$ cat src/rtl/seven_seg_pkg.sv
// Shared constants, state encoding and anode decode for the 4-digit scan controller.
package seven_seg_pkg;

  localparam int NUM_DIGITS = 4;
  localparam int DIGIT_W    = 4;
  localparam int SEL_W      = 2;

  localparam logic [NUM_DIGITS-1:0] ANODE_OFF = 4'b1111;

  typedef enum logic [1:0] {
    IDLE = 2'd0,
    ON   = 2'd1,
    GAP  = 2'd2
  } scan_state_t;

  // Active-low one-cold enable for the selected digit.
  function automatic logic [NUM_DIGITS-1:0] digit_anode(input logic [SEL_W-1:0] sel);
    return ~(NUM_DIGITS'(1) << sel);
  endfunction

endpackage

$ cat src/rtl/seven_seg_scan_ctrl_scan_timer.sv
// Dwell counter shared by the ON and GAP phases: restarts at zero, counts up and
// parks at the terminal count until restarted.
module scan_timer #(
  parameter int W = 3
) (
  input  logic         Clock,
  input  logic         nReset,
  input  logic         restart,
  input  logic [W-1:0] limit,
  output logic         terminal
);

  logic [W-1:0] count;

  assign terminal = (count == limit);

  always_ff @(posedge Clock or negedge nReset) begin
    if (!nReset) begin
      count <= '0;
    end else if (restart) begin
      count <= '0;
    end else if (!terminal) begin
      count <= count + W'(1);
    end
  end

endmodule

$ cat src/rtl/seven_seg_scan_ctrl.sv
// Blanking-gap scan controller with frame-synchronous double-buffered display word.
// Optional feature macro: LEADING_ZERO_BLANK_EN (suppress leading-zero digits 3..1).
module seven_seg_scan_ctrl
  import seven_seg_pkg::*;
#(
  parameter int DIGIT_CYCLES = 100000,
  parameter int GAP_CYCLES   = 1000
) (
  input  logic                            Clock,
  input  logic                            nReset,
  input  logic                            Enable,
  input  logic [NUM_DIGITS*DIGIT_W-1:0]   DataIn,
  input  logic                            Update,
  output logic [NUM_DIGITS*DIGIT_W-1:0]   DisplayData,
  output logic [SEL_W-1:0]                Selector,
  output logic [NUM_DIGITS-1:0]           Anode,
  output logic                            FrameStart,
  output logic                            UpdateAck
);

  localparam int MAX_CYC = (DIGIT_CYCLES > GAP_CYCLES) ? DIGIT_CYCLES : GAP_CYCLES;
  localparam int CNT_W   = $clog2(MAX_CYC + 1);
  localparam logic [CNT_W-1:0] DIGIT_LIM = CNT_W'(DIGIT_CYCLES - 1);
  localparam logic [CNT_W-1:0] GAP_LIM   = CNT_W'((GAP_CYCLES > 0) ? GAP_CYCLES - 1 : 0);
  localparam logic [SEL_W-1:0] LAST_SEL  = SEL_W'(NUM_DIGITS - 1);

  scan_state_t state, state_nx;
  logic [SEL_W-1:0]              sel_nx;
  logic [NUM_DIGITS*DIGIT_W-1:0] data_nx, pend_data, pend_data_nx;
  logic                          pending, pend_nx;
  logic                          frame_nx, ack_nx, commit, restart, terminal;
  logic [CNT_W-1:0]              limit;
  logic [NUM_DIGITS-1:0]         anode_nx, blank;

  assign limit = (state == GAP) ? GAP_LIM : DIGIT_LIM;

  scan_timer #(.W(CNT_W)) u_timer (
    .Clock    (Clock),
    .nReset   (nReset),
    .restart  (restart),
    .limit    (limit),
    .terminal (terminal)
  );

`ifdef LEADING_ZERO_BLANK_EN
  assign blank = {data_nx[15:12] == 4'h0, data_nx[15:8] == 8'h0,
                  data_nx[15:4] == 12'h0, 1'b0};
`else
  assign blank = '0;
`endif

  // Next-state, selector, commit buffer and registered anode decode.
  always_comb begin
    state_nx     = state;
    sel_nx       = Selector;
    data_nx      = DisplayData;
    pend_data_nx = pend_data;
    pend_nx      = pending;
    frame_nx     = 1'b0;
    ack_nx       = 1'b0;
    commit       = 1'b0;
    restart      = 1'b0;

    case (state)
      IDLE: begin
        restart = 1'b1;
        if (Enable) begin
          state_nx = ON;
          sel_nx   = '0;
          frame_nx = 1'b1;
          commit   = 1'b1;
        end
      end
      ON: begin
        if (!Enable) begin
          state_nx = IDLE;
          sel_nx   = '0;
          restart  = 1'b1;
        end else if (terminal) begin
          restart = 1'b1;
          if (GAP_CYCLES > 0) begin
            state_nx = GAP;
          end else begin
            sel_nx   = Selector + SEL_W'(1);
            frame_nx = (Selector == LAST_SEL);
            commit   = (Selector == LAST_SEL);
          end
        end
      end
      GAP: begin
        if (!Enable) begin
          state_nx = IDLE;
          sel_nx   = '0;
          restart  = 1'b1;
        end else if (terminal) begin
          restart  = 1'b1;
          state_nx = ON;
          sel_nx   = Selector + SEL_W'(1);
          frame_nx = (Selector == LAST_SEL);
          commit   = (Selector == LAST_SEL);
        end
      end
      default: begin
        state_nx = IDLE;
        sel_nx   = '0;
        restart  = 1'b1;
      end
    endcase

    // A fresh Update on a commit cycle (or while idle) bypasses the pending buffer.
    if (Update && (commit || state == IDLE)) begin
      data_nx = DataIn;
      pend_nx = 1'b0;
      ack_nx  = 1'b1;
    end else if (commit && pending) begin
      data_nx = pend_data;
      pend_nx = 1'b0;
      ack_nx  = 1'b1;
    end else if (Update) begin
      pend_data_nx = DataIn;
      pend_nx      = 1'b1;
    end

    anode_nx = (state_nx == ON) ? (digit_anode(sel_nx) | blank) : ANODE_OFF;
  end

  always_ff @(posedge Clock or negedge nReset) begin
    if (!nReset) begin
      state       <= IDLE;
      Selector    <= '0;
      Anode       <= ANODE_OFF;
      DisplayData <= '0;
      pend_data   <= '0;
      pending     <= 1'b0;
      FrameStart  <= 1'b0;
      UpdateAck   <= 1'b0;
    end else begin
      state       <= state_nx;
      Selector    <= sel_nx;
      Anode       <= anode_nx;
      DisplayData <= data_nx;
      pend_data   <= pend_data_nx;
      pending     <= pend_nx;
      FrameStart  <= frame_nx;
      UpdateAck   <= ack_nx;
    end
  end

endmodule

$ cat config.mk
export PLATFORM = sky130hd
export DESIGN_NAME = seven_seg_scan_ctrl
export DESIGN_NICKNAME = d
export VERILOG_FILES = /design/src/rtl/seven_seg_pkg.sv /design/src/rtl/seven_seg_scan_ctrl_scan_timer.sv /design/src/rtl/seven_seg_scan_ctrl.sv
export SDC_FILE = /design/constraint.sdc
export NUM_CORES = 1
export LEC_CHECK = 0
export ABC_AREA = 1
export ABC_CLOCK_PERIOD_IN_PS = 2300
export CAP_MARGIN = 25
export CORE_MARGIN = 2
export CORE_UTILIZATION = 45
export CTS_CLUSTER_SIZE = 8
export DETAILED_ROUTE_END_ITERATION = 7
export GPL_TIMING_DRIVEN = 1
export PLACE_DENSITY = 0.68
export SYNTH_ARGS = -nofsm -noshare
export SYNTH_HDL_FRONTEND = slang
export SYNTH_SLANG_ARGS = --single-unit
$ cat constraint.sdc
create_clock -name Clock -period 2.3 [get_ports Clock]
set_clock_uncertainty 0.2 [all_clocks]
set_input_delay 0.23 -clock Clock [delete_from_list [all_inputs] [get_ports Clock]]
set_output_delay 0.23 -clock Clock [all_outputs]
set_load 0.05 [all_outputs]
==> flow_summary.json <==
{
  "status": "complete, no violations",
  "fmax_mhz": 467.0,
  "rows": 29,
  "cap_viol_max_count": 0,
  "max-slew-margin-rel": 0.6518,
  "worstPathArrival_ns": 2.20,
  "cts_max_path_buffers": 2,
  "worstMarginPinSlew_ns": 0.5206,
  "drv_slew": 0,
  "port_buffers": 43,
  "dp_hpwl_mm": 4.218,
  "ys_seq_area_frac": 0.5097,
  "pin_count": 44,
  "yosys_warnings": 0,
  "endpoint_kind": "flip-flop",
  "syn_nets": 369,
  "hp-class": "input port to asynchronous set/reset pin",
  "hold-worst-slack_ns": 0.2063,
  "critical_path.slowest_cell": "dfrtp_1",
  "grt_pass1_wl_mm": 10.70,
  "die_y_um": 85.04,
  "clkSlewWorstSetupHoldPaths_ns": 0.07,
  "dieArea_um2": 7232,
  "wl_mm": 6.158,
  "drc": 0,
  "fin_cells": 474,
  "grt_max_degree": 42,
  "path_max_fanout": 6,
  "numClockSinks": 60,
  "syn_to_final_growth_pct": 25.95,
  "postRouteAntennaNets": 0,
  "drt_iter0_markers": 125,
  "wire_per_inst_um": 12.99,
  "cts_tree": "done",
  "power.density_nw_per_um2": 1161,
  "start_util": 0.4654,
  "design.core.area_um2": 6350,
  "tns_ns": 0,
  "finalPower_mw": 4.323,
  "clk_latency_ns": 0.33,
  "vias": 2385,
  "antenna_found_initial": 0,
  "fp.dieW_um": 85.04,
  "syn_area_per_cell_um2": 8.616,
  "finalCritPeriodShare": 0.9310,
  "setup-violations-final": 0,
  "grt_usage": 0.1860,
  "layout_commonest_cell": "nand3_1",
  "cts-root-buf": "clkbuf_8",
  "crit_buf_inv": 2,
  "diodes": 0,
  "htree_levels": 3,
  "period_needed_ns": 2.141,
  "postCtsSetupRepairBufs": 0,
  "dp.cells": 457,
  "grt_pass1_vias": 2282,
  "rsz0062_at_grt": "true",
  "power_leakage_nw": 1.770,
  "crit_chain": "inv_2, ha_2, nor2_1, nor2_1, nand2_1, nor2_4, nand3_2, nand2_1, nand2_1, nand3_2, inv_1, nor2_1, nand2_1",
  "firstDrtPassIters": 4,
  "syn_inst": 343,
  "place_ws_ns": 0.04457,
  "ys_types": 29,
  "critPathMostFrequentCell": "nand2_1",
  "ir_drop_mv": 0.8778,
  "netlist_area_um2": 2955,
  "final_nets": 418,
  "critical_path.top_delay_family": "simple AND/OR/NAND/NOR gates",
  "detail_route.vias_per_cell": 5.032,
  "placed_area_um2": 3466,
  "slowest_delay_ns": 0.41,
  "grt-ovfl-total": 0,
  "gp_congestion": 0.7737,
  "hold_viol": 0,
  "postLayoutCellArea_um2": 3722,
  "timing.final.ws_setup_ns": 0.1588,
  "critPathKind": "flip-flop to flip-flop",
  "cts_buffers": 9,
  "drive_above_1_share": 0.1083,
  "final_cell_mix": "nand3_1, nand2_1, dfrtp_1, clkdlybuf4s50_1, inv_1",
  "cp.required_ns": 2.36,
  "fillCellCount": 554,
  "synth_seq_cells": 60,
  "final_util": 0.5862,
  "start_kind": "flip-flop"
}
cell usage after synthesis:
cell type  instances  area share
nand3_1           69        0.12
nand2_1           57       0.072
dfrtp_1           56        0.47
inv_1             42       0.053
nor2_1            30       0.038
o21ai_0           19       0.032
a21oi_1            8       0.014
nor3_1             7       0.012
ha_1               6       0.025
xor2_1             6       0.018
buf_2              5      0.0085
buf_6              4       0.015
dfstp_2            4       0.036
nand2_4            4       0.015
nand3_2            4       0.014
nand4_1            4      0.0085
nor3b_1            4       0.010
clkbuf_1           2      0.0025
nand2_2            2      0.0042
a21boi_0           1      0.0025
a21oi_2            1      0.0030
buf_1              1      0.0013
clkinv_4           1      0.0030
inv_2              1      0.0013
nand4_4            1      0.0072
nor2_4             1      0.0038
o211a_1            1      0.0034
o21a_1             1      0.0025
xnor2_1            1      0.0030
power by group:
group	leakage [nW]	switching (mW)	total (mW)	internal, mW
Sequential	0.766	0.175	1.55	1.38
Clock	0.113	0.409	1.08	0.668
Combinational	0.891	1.12	1.69	0.571
registers in the layout (all words and copies together), names as in the netlist:
name	cells
FrameStart	1
state	2
DisplayData	16
Selector	2
pending	1
UpdateAck	1
pend_data	16
u_timer.count	17
Anode	4
path summary, 6_finish.rpt:
check                                        startpoint                            end  slack (ns)  cells after the start
hold reg to reg            u_timer.count[0]$_DFFE_PN0P_   u_timer.count[0]$_DFFE_PN0P_        0.26                      1
setup reg to reg                     state[0]$_DFF_PN0_             Anode[0]$_DFF_PN1_        0.16                     13
setup / recovery                     state[0]$_DFF_PN0_             Anode[0]$_DFF_PN1_        0.16                     13
hold / removal                                   nReset  u_timer.count[11]$_DFFE_PN0P_        0.21                      2
max in group asynchronous                        nReset    DisplayData[14]$_DFFE_PN0P_        1.12                      3
min in group Clock         u_timer.count[0]$_DFFE_PN0P_   u_timer.count[0]$_DFFE_PN0P_        0.26                      1
logic make-up after synthesis:
logic type / Yosys count / synth area share
buffers and inverters: 56 / 0.08509
adder cells (fa/ha/maj): 6 / 0.02540
flip-flops: 60 / 0.5097
AND/OR/NAND/NOR: 183 / 0.3019
AO/OA/AOI/OAI: 31 / 0.05716
XOR/XNOR: 7 / 0.02075
cell type report:
cell class,instances,area (µm²),share of cell area
sequential,60,1506,0.4047
timing repair buffer,50,505.5,0.1358
multi-input combinational,227,1209,0.3247
clock buffer,12,155.1,0.04168
inverter,44,177.7,0.04773
tap,77,96.34,0.02588
clock inverter,4,72.57,0.01950
worst reg2reg max path, stage by stage, from the launching register on:
cell and delay [ns]:
dfrtp_1 0.41, inv_2 0.10, ha_2 0.23, nor2_1 0.06, nor2_1 0.10, nand2_1 0.09
nor2_4 0.14, nand3_2 0.15, nand2_1 0.13, nand2_1 0.10, nand3_2 0.11, inv_1 0.05
nor2_1 0.13, nand2_1 0.08
repair_timing:
action / CTS / global route
resized for setup: 0 / 6
endpoints found under the setup margin: 0 / 41
hold buffers: 1 / 0
hold endpoints to repair: 19 / 0
layer usage:
layer  global-route usage  share of wire  routed length [µm]
met1               0.2539           0.47                2870
met2               0.2862           0.46                2829
met3              0.05253          0.061                 376
met4              0.06349          0.013                  81
met5                    0              0                   0
Power figures use the tool's default switching activity.
